[config.mk]
export PLATFORM = sky130hd
export DESIGN_NAME = axi4_lite_reg_bridge
export DESIGN_NICKNAME = d
export VERILOG_FILES = /design/src/rtl/axi4_lite_reg_bridge.sv
export SDC_FILE = /design/constraint.sdc
export NUM_CORES = 1
export LEC_CHECK = 0
export BUFFER_PORTS_ARGS = -buffer_cell sky130_fd_sc_hd__buf_4
export CAP_MARGIN = 5
export CORE_ASPECT_RATIO = 0.5
export CORE_MARGIN = 5
export CORE_UTILIZATION = 35
export DETAILED_ROUTE_END_ITERATION = 10
export MAX_ROUTING_LAYER = met4
export PLACE_DENSITY = 0.57
export REMOVE_ABC_BUFFERS = 1
export SLEW_MARGIN = 20
export SYNTH_ARGS = -nofsm -noshare
export SYNTH_HDL_FRONTEND = slang
export SYNTH_SLANG_ARGS = --single-unit
[constraint.sdc]
create_clock -name aclk -period 4.85 [get_ports aclk]
set_input_delay 0.485 -clock aclk [delete_from_list [all_inputs] [get_ports aclk]]
set_output_delay 0.485 -clock aclk [all_outputs]
set_load 0.03 [all_outputs]
[src/rtl/axi4_lite_reg_bridge.sv]
// AXI4-Lite slave front end for the UART register block.
// AW, W and AR are each held in a one-entry buffer. A small FSM turns every
// accepted write or read into a single-cycle strobe on the register bus and
// returns the write response on B or the read data on R.
module axi4_lite_reg_bridge #(
  parameter int ADDR_WIDTH = 32,
  parameter int DATA_WIDTH = 32,
  parameter int NUM_REGS   = 4
) (
  input  logic                    aclk,
  input  logic                    aresetn,
  // write address channel
  input  logic [ADDR_WIDTH-1:0]   awaddr_in,
  input  logic [2:0]              awprot_in,
  input  logic                    awvalid_in,
  output logic                    awready_out,
  // write data channel
  input  logic [DATA_WIDTH-1:0]   wdata_in,
  input  logic [DATA_WIDTH/8-1:0] wstrb_in,
  input  logic                    wvalid_in,
  output logic                    wready_out,
  // write response channel
  output logic [1:0]              bresp_out,
  output logic                    bvalid_out,
  input  logic                    bready_in,
  // read address channel
  input  logic [ADDR_WIDTH-1:0]   araddr_in,
  input  logic [2:0]              arprot_in,
  input  logic                    arvalid_in,
  output logic                    arready_out,
  // read data channel
  output logic [DATA_WIDTH-1:0]   rdata_out,
  output logic [1:0]              rresp_out,
  output logic                    rvalid_out,
  input  logic                    rready_in,
  // register bus
  output logic [1:0]              reg_addr,
  output logic                    reg_we,
  output logic [DATA_WIDTH-1:0]   reg_wdata,
  output logic [DATA_WIDTH/8-1:0] reg_wstrb,
  output logic                    reg_re,
  input  logic [DATA_WIDTH-1:0]   reg_rdata
);

  localparam int STRB_WIDTH = DATA_WIDTH / 8;

  localparam logic [2:0] S_IDLE  = 3'd0;
  localparam logic [2:0] S_WSTB  = 3'd1;
  localparam logic [2:0] S_WRESP = 3'd2;
  localparam logic [2:0] S_RSTB  = 3'd3;
  localparam logic [2:0] S_RCAP  = 3'd4;
  localparam logic [2:0] S_RRESP = 3'd5;

  localparam logic [1:0] RESP_OKAY   = 2'b00;
  localparam logic [1:0] RESP_SLVERR = 2'b10;

  // Address decodes cleanly only inside the 16-byte register window and
  // onto an implemented word; the byte offset bits are ignored.
  function automatic logic addr_err(input logic [ADDR_WIDTH-1:0] a);
    return (a[ADDR_WIDTH-1:4] != '0) || (int'(a[3:2]) >= NUM_REGS);
  endfunction

  // input buffers
  logic                  aw_full_q;
  logic [ADDR_WIDTH-1:0] aw_addr_q;
  logic                  w_full_q;
  logic [DATA_WIDTH-1:0] w_data_q;
  logic [STRB_WIDTH-1:0] w_strb_q;
  logic                  ar_full_q;
  logic [ADDR_WIDTH-1:0] ar_addr_q;

  // control
  logic [2:0]            state_q, state_d;
  logic                  last_rd_q;

  // registered outputs
  logic [1:0]            reg_addr_q;
  logic [DATA_WIDTH-1:0] reg_wdata_q;
  logic [STRB_WIDTH-1:0] reg_wstrb_q;
  logic                  reg_we_q;
  logic                  reg_re_q;
  logic [1:0]            bresp_q;
  logic [1:0]            rresp_q;
  logic [DATA_WIDTH-1:0] rdata_q;

  logic idle;
  logic wr_ready, rd_ready;
  logic grant_wr, grant_rd;
  logic aw_err, ar_err;
  logic b_hs, r_hs;

  // Protection attributes and the byte offset are deliberately not used.
  logic unused_ok;
  assign unused_ok = ^{awprot_in, arprot_in, aw_addr_q[1:0], ar_addr_q[1:0]};

  assign idle     = (state_q == S_IDLE);
  assign wr_ready = aw_full_q & w_full_q;
  assign rd_ready = ar_full_q;

  // On a tie the side opposite to the previous tie winner goes first.
  assign grant_wr = idle & wr_ready & (~rd_ready | last_rd_q);
  assign grant_rd = idle & rd_ready & (~wr_ready | ~last_rd_q);

  assign aw_err = addr_err(aw_addr_q);
  assign ar_err = addr_err(ar_addr_q);

  assign b_hs = (state_q == S_WRESP) & bready_in;
  assign r_hs = (state_q == S_RRESP) & rready_in;

  assign awready_out = ~aw_full_q;
  assign wready_out  = ~w_full_q;
  assign arready_out = ~ar_full_q;

  assign bvalid_out = (state_q == S_WRESP);
  assign bresp_out  = bresp_q;
  assign rvalid_out = (state_q == S_RRESP);
  assign rresp_out  = rresp_q;
  assign rdata_out  = rdata_q;

  assign reg_addr  = reg_addr_q;
  assign reg_we    = reg_we_q;
  assign reg_wdata = reg_wdata_q;
  assign reg_wstrb = reg_wstrb_q;
  assign reg_re    = reg_re_q;

  // Write address buffer: fills on handshake, empties on the B handshake.
  always_ff @(posedge aclk or negedge aresetn) begin
    if (!aresetn) begin
      aw_full_q <= 1'b0;
      aw_addr_q <= '0;
    end else if (b_hs) begin
      aw_full_q <= 1'b0;
    end else if (awvalid_in && !aw_full_q) begin
      aw_full_q <= 1'b1;
      aw_addr_q <= awaddr_in;
    end
  end

  // Write data buffer: fills on handshake, empties on the B handshake.
  always_ff @(posedge aclk or negedge aresetn) begin
    if (!aresetn) begin
      w_full_q <= 1'b0;
      w_data_q <= '0;
      w_strb_q <= '0;
    end else if (b_hs) begin
      w_full_q <= 1'b0;
    end else if (wvalid_in && !w_full_q) begin
      w_full_q <= 1'b1;
      w_data_q <= wdata_in;
      w_strb_q <= wstrb_in;
    end
  end

  // Read address buffer: fills on handshake, empties on the R handshake.
  always_ff @(posedge aclk or negedge aresetn) begin
    if (!aresetn) begin
      ar_full_q <= 1'b0;
      ar_addr_q <= '0;
    end else if (r_hs) begin
      ar_full_q <= 1'b0;
    end else if (arvalid_in && !ar_full_q) begin
      ar_full_q <= 1'b1;
      ar_addr_q <= araddr_in;
    end
  end

  // Next-state logic for the transaction sequencer.
  always_comb begin
    state_d = state_q;
    unique case (state_q)
      S_IDLE: begin
        if (grant_wr) begin
          state_d = S_WSTB;
        end else if (grant_rd) begin
          state_d = S_RSTB;
        end
      end
      S_WSTB:  state_d = S_WRESP;
      S_WRESP: if (bready_in) state_d = S_IDLE;
      S_RSTB:  state_d = S_RCAP;
      S_RCAP:  state_d = S_RRESP;
      S_RRESP: if (rready_in) state_d = S_IDLE;
      default: state_d = S_IDLE;
    endcase
  end

  // State register and tie-break memory (resets to "read" so the first
  // contended grant goes to the write side; only ties update it).
  always_ff @(posedge aclk or negedge aresetn) begin
    if (!aresetn) begin
      state_q   <= S_IDLE;
      last_rd_q <= 1'b1;
    end else begin
      state_q <= state_d;
      if (idle && wr_ready && rd_ready) begin
        last_rd_q <= grant_rd;
      end
    end
  end

  // Register-bus strobes are registered at grant time so they are high for
  // exactly the WSTB/RSTB cycle; address and data hold afterwards.
  always_ff @(posedge aclk or negedge aresetn) begin
    if (!aresetn) begin
      reg_addr_q  <= '0;
      reg_wdata_q <= '0;
      reg_wstrb_q <= '0;
      reg_we_q    <= 1'b0;
      reg_re_q    <= 1'b0;
    end else begin
      reg_we_q <= grant_wr & ~aw_err;
      reg_re_q <= grant_rd & ~ar_err;
      if (grant_wr) begin
        reg_addr_q  <= aw_addr_q[3:2];
        reg_wdata_q <= w_data_q;
        reg_wstrb_q <= w_strb_q;
      end else if (grant_rd) begin
        reg_addr_q  <= ar_addr_q[3:2];
      end
    end
  end

  // Response capture: B status after the write strobe, R data/status in RCAP.
  // Both hold until the next transaction of the same kind.
  always_ff @(posedge aclk or negedge aresetn) begin
    if (!aresetn) begin
      bresp_q <= RESP_OKAY;
      rresp_q <= RESP_OKAY;
      rdata_q <= '0;
    end else begin
      if (state_q == S_WSTB) begin
        bresp_q <= aw_err ? RESP_SLVERR : RESP_OKAY;
      end
      if (state_q == S_RCAP) begin
        rresp_q <= ar_err ? RESP_SLVERR : RESP_OKAY;
        rdata_q <= ar_err ? '0 : reg_rdata;
      end
    end
  end

endmodule

==> key figures <==
Setup path
  – Worst R2R Path Depth: 4
  – Data arrival time of the critical path: 2.78 ns
  – CP Launch Type: register
  – Crit Path Category: register to register
  – Critical Path Fanout Max: 25
  – Crit path capture type: register
  – Critical path required time: 5.17 ns

Layout
  – Leading cell type in the layout, fill and taps excluded: sky130_fd_sc_hd__buf_4
  – Area Growth Syn to Fin: 30.2%
  – Most frequent cells in the layout: sky130_fd_sc_hd__buf_4 (220), sky130_fd_sc_hd__dfrtp_1 (176), sky130_fd_sc_hd__mux2_4 (74), sky130_fd_sc_hd__mux2_2 (54), sky130_fd_sc_hd__nand2_1 (38)
  – Fin nets: 866
  – Ant. Diodes: 0
  – Share of final-layout standard cells stronger than drive strength 1: 0.576

Floorplan
  – Std-Cell Core Area: 21700 um2
  – I/O pin total: 226
  – Starting Density: 0.357
  – Area enclosed by the die boundary: 25400 um2
  – Die Width: 220 um
  – Vert. Die Dim: 115 um
  – Rows: 38

Detailed routing
  – Antenna viol nets, final: 0
  – First-iteration detailed-routing DRC count: 276
  – DR vias/cell: 4.58
  – Avg WL per Cell: 16.8 um
  – Vias: 4738
  – Total Routed Length: 17400 um
  – Drt first pass iters: 4
  – DRC Markers: 0

Placement
  – Post-detail-place hpwl: 12100 um
  – Buffers on Ports: 213
  – Final weighted congestion in routability-driven placement: 0.730

Timing
  – Worst-case headroom to the max-slew limit: 0.334
  – Total negative slack: 0 ns
  – Final worst path period need: 2.46 ns
  – Slew at the pin closest to its max-slew limit: 0.999 ns
  – Maximum clock rate: 407 MHz
  – Part of the cycle the worst path needs: 0.507
  – RSZ-0062 raised after global routing: no
  – Final setup violation count: 0
  – Number of pins exceeding their max-slew limit in the final report: 0
  – Final-report hold violation count: 0
  – Worst hold-check slack: 0.0857 ns
  – Setup skew after layout: 0.0129 ns

Synthesis
  – Post-synthesis cell type count: 44
  – Number of flops mapped to enable cells by yosys: 0
  – Synthesized area per cell: 15.1 um2
  – Share of async-settable or async-resettable flops after synthesis: 1.00
  – Main synth FF type: sky130_fd_sc_hd__dfrtp_1
  – FF+latch count, synth: 177
  – Sequential cell area fraction in the yosys report: 0.572
  – Synth warnings: 0
  – Gate count of the mapped netlist: 514
  – Netlist Area Pre-Place: 7750 um2

Clock tree
  – Post-CTS Resized: 0
  – TritonCTS clock tree: built
  – Clock sink count: 177
  – Clock root buffer: sky130_fd_sc_hd__clkbuf_16
  – Number of levels the H-tree was split into: 4
  – Hold_buf cts: 0
  – Clock-pin slew on the worst setup and hold paths: 0.08 ns
  – Maximum clock path buffer count: 2
  – Latest clock arrival within the worst-skew pair: 0.44 ns
  – TritonCTS Buffers: 17
  – Post-CTS setup repair buffer count: 0

Global routing
  – Largest net degree at the start of global routing: 82
  – Total gr overflow: 0
  – Global-route wire length before repair: 27500 um
  – Initial antenna violation count: 0
  – GRT Util Overall: 0.144
  – Number of global-route vias before repair: 5164

Power and ir drop
  – Peak supply drop: 0.000246 V
  – Leakage power summed over all cells: 4.96 nW
  – PwrDens: 586 nW/um2

Run
  – Count of maximum capacitance violations: 0

Outcome
  – Result of the run: complete, no violations

Hold path
  – Worst Hold Class: input port to async pin
[through the flow]
step                      power [mW]  cell area (um2)  instances  utilization  setup WS [ns]
after floorplan                 3.92             7440        481            -           1.37
after global placement          4.56             9510       1002        0.438           2.42
after detailed placement        4.61             9510       1002        0.438           2.34
after CTS                       6.00            10100       1034        0.464           2.32
after global routing            6.28            10100       1034        0.464           2.25
final                           5.92            10100       1034        0.464           2.39
[metal layers]
| metal | global-route usage | share of wire |
|---|---|---|
| met1 | 0.173 | 0.43 |
| met2 | 0.242 | 0.52 |
| met3 | 0.0297 | 0.036 |
| met4 | 0.0523 | 0.014 |
| met5 | - | 0 |
[state kept, by name (all words and copies together) (netlist names), 2 cells and up]
register   count
rdata_out     32
reg_wdata     32
w_data_q      32
ar_addr_q     30
aw_addr_q     30
reg_wstrb      4
w_strb_q       4
state_q        3
reg_addr       2
[cells by family (layout without fill, tap and decap cells)]
logic type | count (synthesis) | in the layout | share of synthesized area
AOI/OAI and AO/OA | 47 | 47 | 0.0788
xor gates and xnor gates | 1 | 1 | 0.00113
DFF | 177 | 177 | 0.572
and+or+nand+nor | 84 | 84 | 0.0610
buffers and inverters | 71 | 290 | 0.0578
muxes | 133 | 133 | 0.229
other | 1 | 2 | 0.000484
[report_power, final]
group          internal, mW  total, mW  switching (mW)
clock                 0.700       1.36           0.657
combinational          1.16       2.11           0.946
sequential             2.08       2.45           0.375
[worst paths after layout]
check	start	end	slack (ns)
worst max-delay path	ar_addr_q[20]	rdata_out[19]	2.39
worst min-delay path	aresetn	aw_addr_q[17]	0.09
worst max register to register	ar_addr_q[20]	rdata_out[19]	2.39
worst min register to register	rdata_out[0]	rdata_out[0]	0.48
max in group asynchronous	aresetn	reg_wdata[3]	3.76
min in group aclk	wdata_in[6]	w_data_q[6]	0.26
[synthesized netlist by cell type (4+ instances only)]
cell type	n	area, um2
sky130_fd_sc_hd__buf_2	4	20.0
sky130_fd_sc_hd__buf_4	6	45.0
sky130_fd_sc_hd__buf_6	14	158
sky130_fd_sc_hd__clkbuf_1	4	15.0
sky130_fd_sc_hd__dfrtp_1	176	4400
sky130_fd_sc_hd__inv_1	37	139
sky130_fd_sc_hd__mux2_1	4	45.0
sky130_fd_sc_hd__mux2_2	54	608
sky130_fd_sc_hd__mux2_4	74	1110
sky130_fd_sc_hd__nand2_1	38	143
sky130_fd_sc_hd__nand4_1	6	37.5
sky130_fd_sc_hd__nor2_1	6	22.5
sky130_fd_sc_hd__nor4_1	14	87.6
sky130_fd_sc_hd__o41ai_2	30	488
[layout make-up]
class,instances,area (um2)
clock inverters,14,138
well taps,300,375
fillers,1990,11600
repair buffers,221,1660
multi-input cells,267,2900
clock buffers,18,439
flip-flops and latches,177,4430
inverters,37,139
[critical path: stages, from the launching register on]
cell and delay [ns]:
sky130_fd_sc_hd__dfrtp_1 0.39, sky130_fd_sc_hd__nor4_1 0.51, sky130_fd_sc_hd__nand3_2 0.75, sky130_fd_sc_hd__buf_4 0.46, sky130_fd_sc_hd__o41ai_2 0.23
No activity file was read; power rests on OpenSTA's default activity.
